===== src/rtl/cache_mem_arbiter.sv =====
// cache_mem_arbiter
//   Merges the core's icache and dcache command streams onto one memory port.
//   Each accepted command is recorded as a tag {src, addr[2], wen} in an in-order
//   FIFO. Each memory response pops the head tag and is routed back, registered,
//   to the issuing cache. The icache receives the 32-bit word selected by addr[2].
//
// Ports
//   clk_i, reset_i              clock, synchronous active-high reset
//   icache_cmd_*_i/o            icache request (valid/ready, addr)
//   icache_rsp_*_o              icache response pulse + 32-bit instruction word
//   dcache_cmd_*_i/o            dcache request (valid/ready, addr, wen, wdata, wstrb, size)
//   dcache_rsp_*_o              dcache response pulse + 64-bit data (0 on write acks)
//   mem_cmd_*_o / mem_cmd_ready_i  merged memory request
//   mem_rsp_*_i                 memory response, in order, no backpressure
//   rsp_orphan_err_o            sticky: response seen with nothing outstanding
module cache_mem_arbiter #(
    parameter int MAX_OUTSTANDING = 4,
    parameter int ADDR_W          = 64
) (
    input  logic              clk_i,
    input  logic              reset_i,
    input  logic              icache_cmd_valid_i,
    output logic              icache_cmd_ready_o,
    input  logic [ADDR_W-1:0] icache_cmd_payload_addr_i,
    output logic              icache_rsp_valid_o,
    output logic [31:0]       icache_rsp_payload_data_o,
    input  logic              dcache_cmd_valid_i,
    output logic              dcache_cmd_ready_o,
    input  logic [ADDR_W-1:0] dcache_cmd_payload_addr_i,
    input  logic              dcache_cmd_payload_wen_i,
    input  logic [63:0]       dcache_cmd_payload_wdata_i,
    input  logic [7:0]        dcache_cmd_payload_wstrb_i,
    input  logic [2:0]        dcache_cmd_payload_size_i,
    output logic              dcache_rsp_valid_o,
    output logic [63:0]       dcache_rsp_payload_data_o,
    output logic              mem_cmd_valid_o,
    input  logic              mem_cmd_ready_i,
    output logic [ADDR_W-1:0] mem_cmd_payload_addr_o,
    output logic              mem_cmd_payload_wen_o,
    output logic [63:0]       mem_cmd_payload_wdata_o,
    output logic [7:0]        mem_cmd_payload_wstrb_o,
    output logic [2:0]        mem_cmd_payload_size_o,
    input  logic              mem_rsp_valid_i,
    input  logic [63:0]       mem_rsp_payload_data_i,
    output logic              rsp_orphan_err_o
);
    localparam int PW = $clog2(MAX_OUTSTANDING);
    localparam int CW = PW + 1;

    typedef enum logic [1:0] {IDLE, HOLD_I, HOLD_D} state_t;

    state_t                     state_q, state_d;
    logic                       last_d_q;
    logic [PW-1:0]              wr_ptr_q, rd_ptr_q;
    logic [CW-1:0]              count_q;
    logic [MAX_OUTSTANDING-1:0] tag_src_q, tag_a2_q, tag_wen_q;

    logic        icache_rsp_valid_q, dcache_rsp_valid_q, orphan_q;
    logic [31:0] icache_rsp_data_q;
    logic [63:0] dcache_rsp_data_q;

    logic fifo_empty, fifo_full, rsp_pop, rsp_orphan;
    logic grant_i, grant_d, push;

    assign fifo_empty = (count_q == '0);
    assign rsp_pop    = mem_rsp_valid_i & ~fifo_empty;
    assign rsp_orphan = mem_rsp_valid_i & fifo_empty;
    // A pop in the same cycle frees a slot, so "full" is evaluated after the pop.
    assign fifo_full  = (count_q == CW'(MAX_OUTSTANDING)) & ~rsp_pop;

    // Grant selection and FSM next state. While full nothing issues and the
    // state (including a frozen HOLD grant) is kept.
    always_comb begin
        state_d = state_q;
        grant_i = 1'b0;
        grant_d = 1'b0;
        case (state_q)
            IDLE: begin
                // dcache has priority unless it won the previous acceptance
                // and icache is waiting.
                if (dcache_cmd_valid_i && !(last_d_q && icache_cmd_valid_i))
                    grant_d = 1'b1;
                else if (icache_cmd_valid_i)
                    grant_i = 1'b1;
                if (!fifo_full && !mem_cmd_ready_i) begin
                    if (grant_d)      state_d = HOLD_D;
                    else if (grant_i) state_d = HOLD_I;
                end
            end
            HOLD_I: begin
                grant_i = 1'b1;
                if (!fifo_full && mem_cmd_ready_i) state_d = IDLE;
            end
            HOLD_D: begin
                grant_d = 1'b1;
                if (!fifo_full && mem_cmd_ready_i) state_d = IDLE;
            end
            default: state_d = IDLE;
        endcase
    end

    assign mem_cmd_valid_o    = (grant_i | grant_d) & ~fifo_full;
    assign push               = mem_cmd_valid_o & mem_cmd_ready_i;
    assign icache_cmd_ready_o = grant_i & mem_cmd_ready_i & ~fifo_full;
    assign dcache_cmd_ready_o = grant_d & mem_cmd_ready_i & ~fifo_full;

    always_comb begin
        mem_cmd_payload_addr_o  = '0;
        mem_cmd_payload_wen_o   = 1'b0;
        mem_cmd_payload_wdata_o = '0;
        mem_cmd_payload_wstrb_o = '0;
        mem_cmd_payload_size_o  = '0;
        if (grant_d) begin
            mem_cmd_payload_addr_o  = dcache_cmd_payload_addr_i;
            mem_cmd_payload_wen_o   = dcache_cmd_payload_wen_i;
            mem_cmd_payload_wdata_o = dcache_cmd_payload_wdata_i;
            mem_cmd_payload_wstrb_o = dcache_cmd_payload_wstrb_i;
            mem_cmd_payload_size_o  = dcache_cmd_payload_size_i;
        end else if (grant_i) begin
            mem_cmd_payload_addr_o  = icache_cmd_payload_addr_i;
            mem_cmd_payload_size_o  = 3'd2;
        end
    end

    always_ff @(posedge clk_i) begin
        if (reset_i) begin
            state_q  <= IDLE;
            last_d_q <= 1'b0;
            wr_ptr_q <= '0;
            rd_ptr_q <= '0;
            count_q  <= '0;
        end else begin
            state_q <= state_d;
            if (push) begin
                last_d_q <= grant_d;
                wr_ptr_q <= wr_ptr_q + 1'b1;
            end
            if (rsp_pop) rd_ptr_q <= rd_ptr_q + 1'b1;
            count_q <= count_q + CW'(push) - CW'(rsp_pop);
        end
    end

    // Tag storage needs no reset: entries are only read when count_q says valid.
    always_ff @(posedge clk_i) begin
        if (push) begin
            tag_src_q[wr_ptr_q] <= grant_d;
            tag_a2_q[wr_ptr_q]  <= mem_cmd_payload_addr_o[2];
            tag_wen_q[wr_ptr_q] <= mem_cmd_payload_wen_o;
        end
    end

    always_ff @(posedge clk_i) begin
        if (reset_i) begin
            icache_rsp_valid_q <= 1'b0;
            dcache_rsp_valid_q <= 1'b0;
            icache_rsp_data_q  <= '0;
            dcache_rsp_data_q  <= '0;
            orphan_q           <= 1'b0;
        end else begin
            icache_rsp_valid_q <= 1'b0;
            dcache_rsp_valid_q <= 1'b0;
            if (rsp_orphan) orphan_q <= 1'b1;
            if (rsp_pop) begin
                if (tag_src_q[rd_ptr_q]) begin
                    dcache_rsp_valid_q <= 1'b1;
                    dcache_rsp_data_q  <= tag_wen_q[rd_ptr_q] ? 64'd0 : mem_rsp_payload_data_i;
                end else begin
                    icache_rsp_valid_q <= 1'b1;
                    icache_rsp_data_q  <= tag_a2_q[rd_ptr_q] ? mem_rsp_payload_data_i[63:32]
                                                             : mem_rsp_payload_data_i[31:0];
                end
            end
        end
    end

    assign icache_rsp_valid_o        = icache_rsp_valid_q;
    assign icache_rsp_payload_data_o = icache_rsp_data_q;
    assign dcache_rsp_valid_o        = dcache_rsp_valid_q;
    assign dcache_rsp_payload_data_o = dcache_rsp_data_q;
    assign rsp_orphan_err_o          = orphan_q;

endmodule


===== config.mk =====
export PLATFORM = sky130hd
export DESIGN_NAME = cache_mem_arbiter
export DESIGN_NICKNAME = d
export VERILOG_FILES = /design/src/rtl/cache_mem_arbiter.sv
export SDC_FILE = /design/constraint.sdc
export NUM_CORES = 1
export LEC_CHECK = 0
export CORE_AREA = 2 2 201 203
export CTS_CLUSTER_DIAMETER = 30
export DETAILED_ROUTE_END_ITERATION = 10
export DIE_AREA = 0 0 203 205
export GPL_ROUTABILITY_DRIVEN = 0
export PLACE_DENSITY_LB_ADDON = 0.15
export REMOVE_ABC_BUFFERS = 1
export SYNTH_ARGS = -nofsm -noshare
export SYNTH_HDL_FRONTEND = slang
export SYNTH_SLANG_ARGS = --single-unit

===== constraint.sdc =====
create_clock -name clk_i -period 2.8 [get_ports clk_i]
set_clock_uncertainty 0.1 [all_clocks]
set_input_delay 0.42 -clock clk_i [delete_from_list [all_inputs] [get_ports clk_i]]
set_output_delay 0.42 -clock clk_i [all_outputs]
set_load 0.005 [all_outputs]

Word-level counts from Yosys, hierarchy flattened
Cells that the tools add are included.

operators by class
  eq/ne operators = 6
  reductions and logical operators = 15
  $lt $le $gt $ge = 3
  add/subtract/negate cells = 4
  bitwise operators = 14
  muxes and demuxes = 34

operators with widths
  operator                                                              count
  64-bit two-way mux                                                    4
  32-bit two-way mux                                                    1
  4-bit bitwise mux                                                     3
  1-bit two-way mux                                                     12
  2-bit two-way mux                                                     5
  1-bit bitwise AND                                                     9
  8-bit two-way mux                                                     1
  1-bit binary-select mux with 2-bit select                             3
  2-bit by 3-bit < comparator with 1-bit output, second input constant  2
  1-bit logical AND                                                     5
  2-bit by 1-bit adder with 2-bit output, second input constant         2
  1-bit NOT                                                             4
  1-bit case mux with 2 select lines                                    2
  2-bit case mux with 2 select lines                                    1
  2-bit AND reduction                                                   2
  2-bit OR reduction                                                    2
  3-bit by 1-bit adder with 3-bit output                                1
  3-bit equality test, second input constant                            1
  1-bit zero test                                                       3
  3-bit zero test                                                       1
  3-bit two-way mux                                                     1
  3-bit != test, second input constant                                  1
  3-bit AND reduction                                                   1
  3-bit by 1-bit subtractor with 3-bit output                           1
  other kinds (8)                                                       8

word-level totals
  output and inout bits = 242
  register bits after elaboration = 121
  logic and storage cells = 89
  input bits = 274

Depth between registers and ports, before layout
  word-level depth = 11
  mapped depth = 13
  depth with buffers taken out = 13

Worst setup path before layout
Ideal clock, no wire load.

  kind = register to register
  start = register state_q[0]
  end = register count_q[2]
  path buffers = 0
  library setup time = 128 ps
  required time = 2572 ps
  stages on the path, launching flop included = 14
  data arrival time = 2550 ps
  setup slack = 23 ps
  clock period less this slack = 2777 ps
  cells stage by stage = dfxtp_1 inv_1 ha_1 o21ai_0 a211oi_1 inv_1 ha_1 inv_1 ha_1 inv_1 fa_1 xor2_1 xnor2_1 nor2_1

on the way
  longest elaborated chain between the ends = 7
  elaborated cells on any way between the ends = 10
  those cells by class = add/sub (2); eq/ne (2); mux (2); bitwise (3); reduce/logical (1)

ends and longest elaborated chain
  what                                                                    RTL line  source
  from (decl)                                                             52        state_t state_q, state_d;
  from (signal assigned)                                                  133       state_q <= state_d;
  2-bit by 1-bit equality test with 1-bit output (tied with other cells)  77        case (state_q)
  1-bit case mux with 2 select lines                                      77
  1-bit OR *                                                              102       assign mem_cmd_valid_o = (grant_i | grant_d) & ~fifo_full;
  1-bit bitwise AND *                                                     102
  1-bit bitwise AND *                                                     103       assign push = mem_cmd_valid_o & mem_cmd_ready_i;
  3-bit by 1-bit adder with 3-bit output *                                139       count_q <= count_q + CW'(push) - CW'(rsp_pop);
  3-bit by 1-bit subtractor with 3-bit output *                           139
  to (signal assigned)                                                    139
  to (decl)                                                               55        logic [CW-1:0] count_q;

Mark *: on every way between the ends. The rest lies on a longest branch, timed or not.
A chain may end at the register's enable or synchronous reset.

Worst setup path in the final report
  start = register state_q[1]
  end = output port mem_cmd_payload_wdata_o[35]

on the way
  longest elaborated chain between the ends = 3
  elaborated cells on any way between the ends = 4
  those cells by class = eq/ne (1); mux (2); reduce/logical (1)

ends and longest elaborated chain
  what                                                           RTL line  source
  2-bit equality test / 2-bit zero test (equally long branches)  77
  1-bit case mux with 2 select lines *                           77
  64-bit two-way mux *                                           113       if (grant_d) begin
  to (decl)                                                      40        output logic [63:0] mem_cmd_payload_wdata_o,

Marked as above.

==> results.md <==
- Area after DPL: 11900 um^2
- Status: finished clean
- Core ar.: 39400 um^2
- Slew Limit Fails: 0
- Die Ht: 205 um
- Setup CP Type: flop to output port
- FF+latch count, synth: 121
- Commonest cells in the netlist: 129 x nand2_1, 109 x dfxtp_1, 79 x and2_1
- Cell with the most instances after synthesis: nand2_1
- Vias per cell: 3.99
- Worst Hold End: dcache_rsp_valid_o
- CTS root buffer: clkbuf_16
- Pre-CTS setup slack: -254 ps
- Crit Reg-Reg Endpoint: count_q[2]
- # H-tree levels: 4
- Post-synth EDFFs: 12
- Final HPWL DP: 28.2 mm
- Final worst setup slack: 92.2 ps
- YS warnings: 0
- Most used DFF post-synth: dfxtp_1
- Reg clk slew, reported paths: 60 ps
- Setup TNS: 0 ps
- Total clock sinks: 121
- Worst hold path class: input port to flop
- Mapped Cells: 682
- Post-synth cell types: 36
- Sequential fraction of the synthesis area: 0.430
- CTS Buf Count: 17
- R2r setup slk: 230 ps
- Max Cap Viol: 0
- Hold_sp: reset_i
- Wirelength per Cell: 20.0 um
- Drt pass-1 iters: 4
- Asr flop ratio synth: 0
- Largest net degree at the start of global routing: 57
- Chip width: 203 um
- Worst setup EP type: output port
- Fin. Hold Viols: 0
- Input/output buffers: 515
- Pwr dens: 649 nW/um^2
- Final nets: 1491
- First-pass GRT wire length: 48.9 mm
- Worst r2r src: state_q[1]
- # rows: 73
- RSZ-0062 raised after global routing: no
- Grt ovf: 0
- Worst slew margin: 0.535
- Synth area leader: dfxtp_1
- Share of layout cells above drive strength 1: 0.0885
- Final period util: 0.967
- Final worst path period need: 2710 ps
- Routed Antenna Nets: 0
- Fmax achieved: 0.369 GHz
- Leakage: 5.95 nW
- 1st-iter DRT viols: 231
- All-layer global routing usage: 0.161
- Cell Area, Synth: 5910 um^2
- Final setup violation count: 0
- Initial core utilization: 0.150
- Top cells by area, synth: dfxtp_1 37%, a22o_1 9.5%, and2_1 8.4%
- Worst-case clock buffer depth: 2
- Hold depth: 2
- Vias in the first global route: 7100
- Crit Path Max Fanout: 20
- CTS Hold Bufs: 0
- Antenna violations before repair: 20
- CTS tree: done
- # fillers: 4172
- Syn_area_per_cell: 8.67 um^2
- Post-Layout Cell Count: 1747
- Worst-Margin Slew: 698 ps
- DR vias: 6965
- # IOs: 516
- DR DRC count: 0
- Area Growth Syn to Fin: 119%
- Worst vdd ir: 0.292 mV
- Critical Path RT: 2280 ps
- Top-area cell type share of the netlist area: 0.369
- Startpoint type of the worst setup path: flop
- Routed wire length: 35.0 mm
- Total Die Area: 41600 um^2
- Clock Latency Late Sink: 420 ps
- DP Cell Count: 1702
- Arrival @ worst endpoint: 2190 ps
- Final instance area: 12900 um^2
- Reg2Reg Depth: 13
timing repair:
item | in CTS | in global routing
gates cloned | 5 | 1
endpoints found under the setup margin | 141 | 58
pin swaps | 2 | 1
resized for setup | 94 | 69
setup buffers | 5 | 1
area by class of cell:
| type | count | area (um^2) | area share |
|---|---|---|---|
| diodes | 2 | 5.00 | 0.000387 |
| flip-flops and latches | 121 | 2550 | 0.197 |
| repair buffers | 563 | 5910 | 0.458 |
| multi-input cells | 492 | 3130 | 0.243 |
| clock inverters | 13 | 141 | 0.0109 |
| well taps | 525 | 657 | 0.0508 |
| inverters | 11 | 62.6 | 0.00484 |
| repair inverters | 1 | 6.26 | 0.000484 |
| clock buffers | 19 | 453 | 0.0350 |
critical path, stage by stage (launching register included):
cell,delay (ps)
dfxtp_4,370
inv_4,50
ha_4,180
a21oi_4,170
buf_12,160
inv_4,60
buf_12,150
and2_1,150
clkdlybuf4s50_1,470
metrics by stage:
stage,utilization,total power [W],hold WS [ps]
final,0.328,0.00838,112
after global routing,0.328,0.00890,95.0
after CTS,0.323,0.00858,73.6
after detailed placement,0.302,0.00616,363
after global placement,0.302,0.00615,360
after floorplan,-,0.00367,353
worst max-delay path by stage:
stage                            start                     endpoint  slack [ps]  depth (start not counted)
finish                      state_q[1]  mem_cmd_payload_wdata_o[35]          90                          8
CTS                         state_q[1]  mem_cmd_payload_wdata_o[26]         -50                          8
detailed placement  dcache_cmd_valid_i    mem_cmd_payload_addr_o[2]        -250                          9
global placement    icache_cmd_valid_i                   count_q[2]        -240                         12
floorplan                   state_q[0]        mem_cmd_payload_wen_o       -3720                          5
global route                state_q[1]   mem_cmd_payload_addr_o[49]         0.1                          8
cell usage in the layout (no fill, tap or decap), types with 3 or more instances in the layout:
master	n
a21oi_1	5
dfxtp_1	105
clkbuf_16	18
xnor2_1	3
buf_4	23
buf_12	17
nand3_1	65
clkdlybuf4s50_1	399
a211oi_1	32
edfxtp_1	12
mux4_2	3
inv_1	7
buf_16	4
dlymetal6s2s_1	53
dfxtp_2	3
nand2_1	127
dlygate4sd2_1	60
mux2i_1	33
ha_1	7
and2_1	79
clkinvlp_4	4
nor2_1	43
a22o_1	64
inv_4	4
flip-flops by register name, indices dropped and copies added, names as in the netlist:
register	cells
wr_ptr_q	2
count_q	3
icache_rsp_valid_o	1
tag_wen_q	4
last_d_q	1
tag_a2_q	4
rd_ptr_q	2
state_q	2
rsp_orphan_err_o	1
dcache_rsp_valid_o	1
icache_rsp_payload_data_o	32
tag_src_q	4
dcache_rsp_payload_data_o	64
power by group:
group	switching, W	internal (W)	leakage, nW	total, W
registers	0.000185	0.00206	0.999	0.00224
logic	0.00173	0.00220	4.67	0.00392
clock network	0.000855	0.00136	0.282	0.00222
total	0.00277	0.00562	5.95	0.00838
logic make-up after synthesis:
logic type	Yosys count	share of synthesized area
and+or+nand+nor	329	0.264
muxes	36	0.0673
adders and majority gates	10	0.0224
buffers and inverters	69	0.0556
DFF	121	0.430
xor gates and xnor gates	5	0.00741
AOI/OAI and AO/OA	112	0.154
layer usage:
metal,wire length [um],vias up,track usage
met5,222,-,0
met1,12800,3140,0.165
met2,17200,312,0.282
met4,941,36,0.0560
met3,3920,67,0.0843
li1,-,3410,-
Power figures use the tool's default switching activity.
